--- config.mk ---
export PLATFORM = sky130hd
export DESIGN_NAME = button_speed_select
export DESIGN_NICKNAME = d
export VERILOG_FILES = /design/src/rtl/button_pkg.sv /design/src/rtl/button_debounce.sv /design/src/rtl/button_speed_select.sv
export SDC_FILE = /design/constraint.sdc
export NUM_CORES = 1
export LEC_CHECK = 0
export ABC_AREA = 1
export CELL_PAD_IN_SITES_DETAIL_PLACEMENT = 0
export CELL_PAD_IN_SITES_GLOBAL_PLACEMENT = 1
export CORE_MARGIN = 2
export CORE_UTILIZATION = 44
export DETAILED_ROUTE_END_ITERATION = 10
export GPL_ROUTABILITY_DRIVEN = 0
export PLACE_DENSITY = 0.77
export SYNTH_ARGS = -nofsm -noshare
export SYNTH_HDL_FRONTEND = slang
export SYNTH_SLANG_ARGS = --single-unit
--- constraint.sdc ---
create_clock -name clk -period 1.62 [get_ports clk]
set_input_delay 0.162 -clock clk [delete_from_list [all_inputs] [get_ports clk]]
set_output_delay 0.162 -clock clk [all_outputs]
set_load 0.03 [all_outputs]
--- src/rtl/button_pkg.sv ---
// rtl/button_pkg.sv - shared constants and helpers for the speed-select button block
package button_pkg;

    localparam int NUM_BUTTONS = 5;

    typedef logic [NUM_BUTTONS-1:0] btn_vec_t;

    localparam btn_vec_t SEL_DEFAULT = 5'b00001;

    // Isolates the lowest set bit; bit 0 wins ties, zero in gives zero out.
    function automatic btn_vec_t lowest_onehot(input btn_vec_t v);
        return v & ((~v) + btn_vec_t'(1));
    endfunction

endpackage

--- src/rtl/button_debounce.sv ---
// rtl/button_debounce.sv - one-bit synchronizer, debounce counter, level and press pulse
module button_debounce #(
    parameter int DEBOUNCE_CYCLES = 1000000
) (
    input  logic clk,
    input  logic rst_n,
    input  logic raw,
    output logic level,
    output logic press
);

    localparam int CW = ($clog2(DEBOUNCE_CYCLES) < 1) ? 1 : $clog2(DEBOUNCE_CYCLES);
    localparam logic [CW-1:0] CNT_LAST = CW'(DEBOUNCE_CYCLES - 1);

    logic          sync1;
    logic          sync2;
    logic [CW-1:0] cnt;

    always_ff @(posedge clk) begin
        if (!rst_n) begin
            sync1 <= 1'b0;
            sync2 <= 1'b0;
            cnt   <= '0;
            level <= 1'b0;
            press <= 1'b0;
        end else begin
            sync1 <= raw;
            sync2 <= sync1;
            press <= 1'b0;
            if (sync2 != level) begin
                if (cnt == CNT_LAST) begin
                    // Press is registered alongside level so it marks the first high cycle.
                    level <= sync2;
                    press <= sync2;
                    cnt   <= '0;
                end else begin
                    cnt <= cnt + CW'(1);
                end
            end else begin
                cnt <= '0;
            end
        end
    end

endmodule

--- src/rtl/button_speed_select.sv ---
// rtl/button_speed_select.sv - debounced five-button one-hot speed selector
module button_speed_select
    import button_pkg::*;
#(
    parameter int DEBOUNCE_CYCLES = 1000000,
    parameter bit LATCH_SEL       = 1
) (
    input  logic                   clk,
    input  logic                   rst_n,
    input  logic [NUM_BUTTONS-1:0] btn_raw,
    output logic [NUM_BUTTONS-1:0] btn_level,
    output logic [NUM_BUTTONS-1:0] btn_press,
    output logic [NUM_BUTTONS-1:0] buttons
);

    for (genvar i = 0; i < NUM_BUTTONS; i++) begin : g_btn
        button_debounce #(
            .DEBOUNCE_CYCLES(DEBOUNCE_CYCLES)
        ) u_debounce (
            .clk   (clk),
            .rst_n (rst_n),
            .raw   (btn_raw[i]),
            .level (btn_level[i]),
            .press (btn_press[i])
        );
    end

    always_ff @(posedge clk) begin
        if (!rst_n) begin
            buttons <= LATCH_SEL ? SEL_DEFAULT : '0;
        end else if (LATCH_SEL) begin
            // Sticky: only a fresh press moves the selection.
            if (|btn_press) begin
                buttons <= lowest_onehot(btn_press);
            end
        end else begin
            buttons <= lowest_onehot(btn_level);
        end
    end

endmodule

==> reports/metrics.cfg, run 1 <==
[global_route]
gr-usage-met3_pct = 4.89
global_route.overflow_total = 0
grt_util_met2_pct = 29.5
global_route_wire_length_before_repair_um = 25600
grtUsageTotal_pct = 19.7
grt_pass1_vias = 5344
antenna_found_initial = 0
grt_start_max_net_pins = 28
gr-usage-met1_pct = 28.2
gr-max-usage-layer = met2

[setup_path]
crit_path_max_fanout = 19
worst_setup_path_end_kind = flop
cp-start-kind = flop
r2r_setup_slack_ns = 0.15
worst_r2r_endpoint = g_btn[3].u_debounce.cnt[2]
cp-startpoint = g_btn[3].u_debounce.cnt[1]
endpoint = g_btn[3].u_debounce.cnt[2]
timing.critical_path.arrival_ns = 1.77
timing.reg2reg.worst_path_depth = 6
critical_setup_path_kind = reg -> reg
r2r_start = g_btn[3].u_debounce.cnt[1]
timing.critical_path.required_ns = 1.92

[yosys]
synth_warnings = 0
number_of_instances_in_the_synthesized_netlist = 985
avgSynthCellArea_um2 = 6.67
ys_seq_area_share_pct = 38.1
flop_and_latch_count_out_of_synthesis = 125
synth.cell_area_um2 = 6570
unique_masters_post_synth = 32
synth.net_count = 997

[timing]
report.final.hold_viol_count = 0
clock-skew-final_ns = 0.00632
timing.final.max_slew_violations = 0
finalCritPeriodShare_pct = 90.6
finalSetupTns_ns = 0
report.final.setup_viol = 0
tightestPinTransition_ns = 0.381
hold-worst-slack_ns = 0.280
final.min_clock_period_ns = 1.47
max_freq_mhz = 681
maxSlewHeadroom_pct = 74.5
grt_setup_unrepaired = no

[die]
num_rows = 44
start_util_pct = 45.2
core_region_area_um2 = 14500
floorplan.die_area_um2 = 15900
die_h_um = 126
top_level_ports = 22
die_w_um = 126

[clock_tree]
clk_path_buf_depth = 2
hold_buffers = 0
cts-buffers-inserted = 17
htree_num_levels = 4
tritoncts = built
clock_insertion_delay_worst_skew_ns = 0.41
clock-root-buffer = sky130_fd_sc_hd__clkbuf_16
clk_pin_slew_worst_paths_ns = 0.06
clkSinkCount = 125

[drt]
wl_per_cell_um = 12.3
dr.pass1.iters = 5
antenna_violating_nets_post_route = 0
detail_route.wirelength_um = 14900
drc = 0
first_iter_violations = 420
dr_total_vias = 5868
vias_per_cell = 4.83

[final_layout]
antenna_cells = 0
layout-area-overhead-vs-synth_pct = 16.0
drive_above_1_share_pct = 9.88
nFillCells = 1542
layout.nets = 1033

[job]
timing.max_cap.violations = 0

[power_and_ir_drop]
total_power_mw = 7.03
static-leakage-power_nw = 2.51
peak_vdd_ir_mv = 0.840
power.density_cell_area_nw_per_um2 = 923

[placement]
place.port_buffers = 21
hpwl_um = 11200

[outcome]
run_status = complete, no violations

[worst_hold_path]
tightest_hold_check_type = in -> reg

## stage by stage
step                      area [um2]  util [%]  worst slack [ns]  cells
after floorplan                 6570         -             0.210    985
after global placement          6990      48.1             0.128   1184
after detailed placement        6990      48.1             0.105   1184
after CTS                       7560      52.0          0.000261   1214
after global routing            7620      52.4          0.000355   1216
final                           7620      52.4             0.152   1216
## flip-flops by register name, summed over array words and instances, names as in the netlist
name / flops
g_btn.u_debounce.press: 5
g_btn.u_debounce.cnt: 100
g_btn.u_debounce.sync1: 5
buttons: 5
g_btn.u_debounce.sync2: 5
g_btn.u_debounce.level: 5
## Yosys cell counts (all sizes together)
master | instances | share of area (%)
a21oi | 46 | 3.6
and2 | 5 | 0.48
buf | 23 | 2.6
dfxtp | 125 | 38
ha | 5 | 0.95
inv | 107 | 6.1
nand2 | 245 | 14
nand3 | 82 | 6.8
nand3b | 7 | 0.80
nand4 | 27 | 2.6
nor2 | 233 | 15
nor3 | 12 | 1.1
nor4 | 4 | 0.38
o21ai | 13 | 0.99
o21bai | 1 | 0.11
or2 | 8 | 0.76
xnor2 | 12 | 1.6
xor2 | 30 | 4.0
## routing by layer
metal  wire length [um]  vias to the layer above  part of all wire, %
met5                  0                        -                    0
met4                142                        0                 0.95
met3                495                       12                  3.3
met2               6330                       80                   42
met1               7950                     2605                   53
li1                   -                     3171                    -
## cell families (layout without fill, tap and decap cells)
group | after synthesis | count (layout) | synth area share [%]
xor gates and xnor gates | 42 | 42 | 5.60
and+or+nand+nor | 623 | 623 | 42.0
buffers and inverters | 130 | 177 | 8.69
adders and majority gates | 5 | 5 | 0.953
AOI/OAI and AO/OA | 60 | 60 | 4.67
DFF | 125 | 125 | 38.1
## placed cells by master, fill, tap and decap left out, types with 6 or more instances in the layout
| master | netlist | routed |
|---|---|---|
| sky130_fd_sc_hd__dlygate4sd2_1 | 0 | 14 |
| sky130_fd_sc_hd__clkbuf_16 | 0 | 17 |
| sky130_fd_sc_hd__nand2_1 | 238 | 238 |
| sky130_fd_sc_hd__o21ai_0 | 11 | 11 |
| sky130_fd_sc_hd__nand3_1 | 75 | 74 |
| sky130_fd_sc_hd__xor2_1 | 30 | 30 |
| sky130_fd_sc_hd__nor2_2 | 22 | 24 |
| sky130_fd_sc_hd__inv_1 | 104 | 103 |
| sky130_fd_sc_hd__nor3_1 | 10 | 10 |
| sky130_fd_sc_hd__nand4_1 | 27 | 27 |
| sky130_fd_sc_hd__nand3_2 | 7 | 7 |
| sky130_fd_sc_hd__a21oi_1 | 45 | 45 |
| sky130_fd_sc_hd__clkdlybuf4s50_1 | 0 | 6 |
| sky130_fd_sc_hd__nand3b_1 | 7 | 7 |
| sky130_fd_sc_hd__xnor2_1 | 12 | 12 |
| sky130_fd_sc_hd__buf_4 | 14 | 17 |
| sky130_fd_sc_hd__dfxtp_1 | 125 | 125 |
| sky130_fd_sc_hd__nor2_1 | 206 | 204 |
## final cells by class
cell class | instances | area (um2) | share of cell area, %
multi-input combinational | 730 | 3530 | 46.3
tap | 184 | 230 | 3.02
clock inverter | 7 | 113 | 1.48
sequential | 125 | 2500 | 32.9
timing repair buffer | 40 | 363 | 4.76
inverter | 107 | 402 | 5.27
clock buffer | 23 | 478 | 6.27
## where the power goes
part,internal [mW],switching (mW),leakage (nW)
sequential,3.09,0.00879,1.01
clock,2.52,1.32,0.289
combinational,0.0427,0.0574,1.22
## worst max-delay path, stage by stage (launching register included)
cell and delay, ns:
sky130_fd_sc_hd__dfxtp_1 0.36, sky130_fd_sc_hd__ha_1 0.25, sky130_fd_sc_hd__nand3_4 0.13, sky130_fd_sc_hd__nor2_2 0.18, sky130_fd_sc_hd__nand3_2 0.17, sky130_fd_sc_hd__nand2_8 0.20, sky130_fd_sc_hd__nor3_1 0.06
## how the worst min path moves through the flow
stage                              start                        end  slack (ns)  depth (start not counted)
5_1_grt                       btn_raw[2]  g_btn[2].u_debounce.sync1        0.28                          3
3_5_place_dp   g_btn[4].u_debounce.sync1  g_btn[4].u_debounce.sync2        0.40                          2
6_report                      btn_raw[2]  g_btn[2].u_debounce.sync1        0.28                          3
4_1_cts                       btn_raw[2]  g_btn[2].u_debounce.sync1        0.26                          3
2_1_floorplan                 btn_raw[0]  g_btn[0].u_debounce.sync1        0.26                          2
3_3_place_gp   g_btn[0].u_debounce.sync1  g_btn[0].u_debounce.sync2        0.39                          2
## timing repair
action / 4_1_cts / 5_1_grt
endpoints found under the setup margin: 14 / 36
endpoints found under the hold margin: 0 / 0
setup buffers: 0 / 2
cloned: 0 / 0
gates resized for setup: 14 / 8
pin swaps: 0 / 1
Note: power is estimated with default switching activity, not from simulation.
==> run 2, diff against run 1 <==
- CAP_MARGIN: not set -> 20
==> results of run 2 <==
The final DEF is identical to that of run 1; final timing and power are the same.
==> run 3, diff against run 2 <==
- CORE_UTILIZATION: 44 -> 46
- DONT_BUFFER_PORTS: not set -> 1
- PLACE_DENSITY: 0.77 -> 0.78
==> run 3 against run 2 <==
  * Design area is 1.4% lower
  * Global-route usage increased by 1.1 points
  * Clock skew about the same
  * Critical path depth stayed put
  * Non-clock buffer count shrank 11
  * Sequential power hardly changed
  * Clock-buffer cell count increased by 2
  * Worst hold slack got worse by 0.26 ns
  * Combinational power decreased by 9%
  * Die area fell by 4.2%
  * Power grew 0.30%
  * Critical path type unchanged
  * Largest cell class unchanged
  * Largest power group unchanged
==> reports/metrics.cfg, run 3 (same netlist as run 1, synthesis figures left out) <==
[outcome]
run_status = complete, no violations  ; unchanged

[drt]
met2WireLength_um = 6390  ; was 6330 um
wl_per_cell_um = 12.4  ; was 12.3 um
dr_total_vias = 5835  ; was 5868
dr.pass1.iters = 5  ; unchanged
wl_met1_um = 7740  ; was 7950 um
maxUsedRoutingLayer = met4  ; unchanged
detail_route.wirelength_um = 14900  ; about the same
vias_per_cell = 4.85  ; was 4.83
drc = 0  ; unchanged
antenna_violating_nets_post_route = 0  ; unchanged
detailroute.wirelength.met3_um = 563  ; was 495 um
first_iter_violations = 353  ; was 420

[clock_tree]
clk_path_buf_depth = 2  ; unchanged
htree_num_levels = 4  ; unchanged
cts-buffers-inserted = 17  ; unchanged
clk_pin_slew_worst_paths_ns = 0.05  ; was 0.06 ns
tritoncts = built  ; unchanged
clock_insertion_delay_worst_skew_ns = 0.41  ; about the same
clkSinkCount = 125  ; unchanged
clock-root-buffer = sky130_fd_sc_hd__clkbuf_16  ; unchanged

[timing]
maxSlewHeadroom_pct = 74.5  ; about the same
max_freq_mhz = 681  ; about the same
report.final.setup_viol = 0  ; unchanged
final.min_clock_period_ns = 1.47  ; about the same
report.final.hold_viol_count = 0  ; unchanged
clock-skew-final_ns = 0.00637  ; was 0.00632 ns
finalCritPeriodShare_pct = 90.6  ; about the same
timing.final.max_slew_violations = 0  ; unchanged
tightestPinTransition_ns = 0.382  ; was 0.381 ns
hold-worst-slack_ns = 0.0243  ; was 0.280 ns

[die]
core_region_area_um2 = 13900  ; was 14500 um2
num_rows = 43  ; was 44
top_level_ports = 22  ; unchanged
start_util_pct = 47.1  ; was 45.2%
die_w_um = 123  ; was 126 um
floorplan.die_area_um2 = 15200  ; was 15900 um2
die_h_um = 123  ; was 126 um

[setup_path]
worst_setup_path_end_kind = flop  ; unchanged
timing.critical_path.required_ns = 1.92  ; about the same
timing.critical_path.arrival_ns = 1.77  ; about the same
cp-start-kind = flop  ; unchanged
critical_setup_path_kind = reg -> reg  ; unchanged
crit_path_max_fanout = 19  ; unchanged

[global_route]
global_route_wire_length_before_repair_um = 24900  ; was 25600 um
global_route.overflow_total = 0  ; unchanged
grt_pass1_vias = 5373  ; was 5344
antenna_found_initial = 1  ; was 0
grt_start_max_net_pins = 29  ; was 28
grtUsageTotal_pct = 20.8  ; was 19.7%

[final_layout]
layout-area-overhead-vs-synth_pct = 14.4  ; was 16.0%
antenna_cells = 0  ; unchanged
final_design_area_no_fill_um2 = 7510  ; was 7620 um2
most-common-layout-cells = sky130_fd_sc_hd__nand2_1, sky130_fd_sc_hd__nor2_1, sky130_fd_sc_hd__dfxtp_1  ; unchanged
layout.nets = 1022  ; was 1033
layout.cells.most_common = sky130_fd_sc_hd__nand2_1  ; unchanged
nFillCells = 1418  ; was 1542
top_register = g_btn.u_debounce.cnt  ; unchanged
drive_above_1_share_pct = 10.5  ; was 9.88%
largest_register_ffs = 100  ; unchanged

[power_and_ir_drop]
power.density_cell_area_nw_per_um2 = 939  ; was 923 nW/um2
peak_vdd_ir_mv = 0.715  ; was 0.840 mV
static-leakage-power_nw = 2.42  ; was 2.51 nW

[placement]
hpwl_um = 10700  ; was 11200 um
post_dp_cell_area_um2 = 6810  ; was 6990 um2
place.port_buffers = 0  ; was 21

[job]
timing.max_cap.violations = 0  ; unchanged

[worst_hold_path]
tightest_hold_check_type = in -> reg  ; unchanged

## run 3: cell count changes in the layout (fill, tap and decap cells not counted), moves of 2 or more
cell,change
sky130_fd_sc_hd__dlygate4sd3_1,+5
sky130_fd_sc_hd__buf_4,+4
sky130_fd_sc_hd__nand3_2,+2
sky130_fd_sc_hd__clkbuf_1,+2
sky130_fd_sc_hd__dlygate4sd2_1,-14
sky130_fd_sc_hd__clkdlybuf4s50_1,-6
## run 3: path summary, 6_finish.rpt
kind                                                 start                         end  slack (ns)  cells past startpoint
worst min register to register   g_btn[1].u_debounce.sync1   g_btn[1].u_debounce.sync2        0.41                      2
worst max register to register  g_btn[3].u_debounce.cnt[1]  g_btn[3].u_debounce.cnt[2]        0.15                      6
worst max-delay path            g_btn[3].u_debounce.cnt[1]  g_btn[3].u_debounce.cnt[2]        0.15                      6
worst min-delay path                                 rst_n                  buttons[0]        0.02                      2
## run 3: worst max-delay path, cell delays in order (launching register included)
cell	delay, ns
sky130_fd_sc_hd__dfxtp_1	0.34
sky130_fd_sc_hd__ha_1	0.21
sky130_fd_sc_hd__nand3_2	0.17
sky130_fd_sc_hd__nor2_2	0.20
sky130_fd_sc_hd__nand3_2	0.17
sky130_fd_sc_hd__nand2_8	0.20
sky130_fd_sc_hd__nor3_1	0.06
## run 3: area by class of cell
cell class	instances	area, um2	area share, %
clock inverter	7	110	1.47
timing repair buffer	29	268	3.56
multi-input combinational	730	3520	46.8
clock buffer	25	485	6.46
tap	180	225	3.00
sequential	125	2500	33.3
inverter	107	402	5.35
## run 3: timing repair
action,in CTS,in global routing
hold buffers,6,0
resized for setup,0,5
buffers inserted,0,2
setup endpoints to repair,0,51
hold endpoints to repair,25,0
## run 3: layer usage
layer,track usage (%),vias to the layer above
met2,32.0,76
met1,28.6,2602
met4,7.17,0
met3,4.89,15
met5,0,-
li1,-,3142
## run 3: report_power, final
group | switching [mW] | total (mW) | internal (mW)
sequential | 0.00841 | 3.10 | 3.09
combinational | 0.0553 | 0.0908 | 0.0355
clock | 1.33 | 3.86 | 2.53
total | 1.40 | 7.06 | 5.66
## run 3: through the flow
| stage | cells | setup slack (ns) | utilization (%) | TNS, ns | power [mW] |
|---|---|---|---|---|---|
| finish | 1203 | 0.152 | 53.9 | 0 | 7.06 |
| global route | 1203 | -0.00384 | 53.9 | -0.00384 | 7.28 |
| CTS | 1201 | 0.0798 | 53.6 | 0 | 7.14 |
| detailed placement | 1163 | 0.124 | 48.8 | 0 | 3.23 |
| global placement | 1163 | 0.175 | 48.8 | 0 | 3.23 |
| floorplan | 985 | 0.210 | - | 0 | 3.22 |
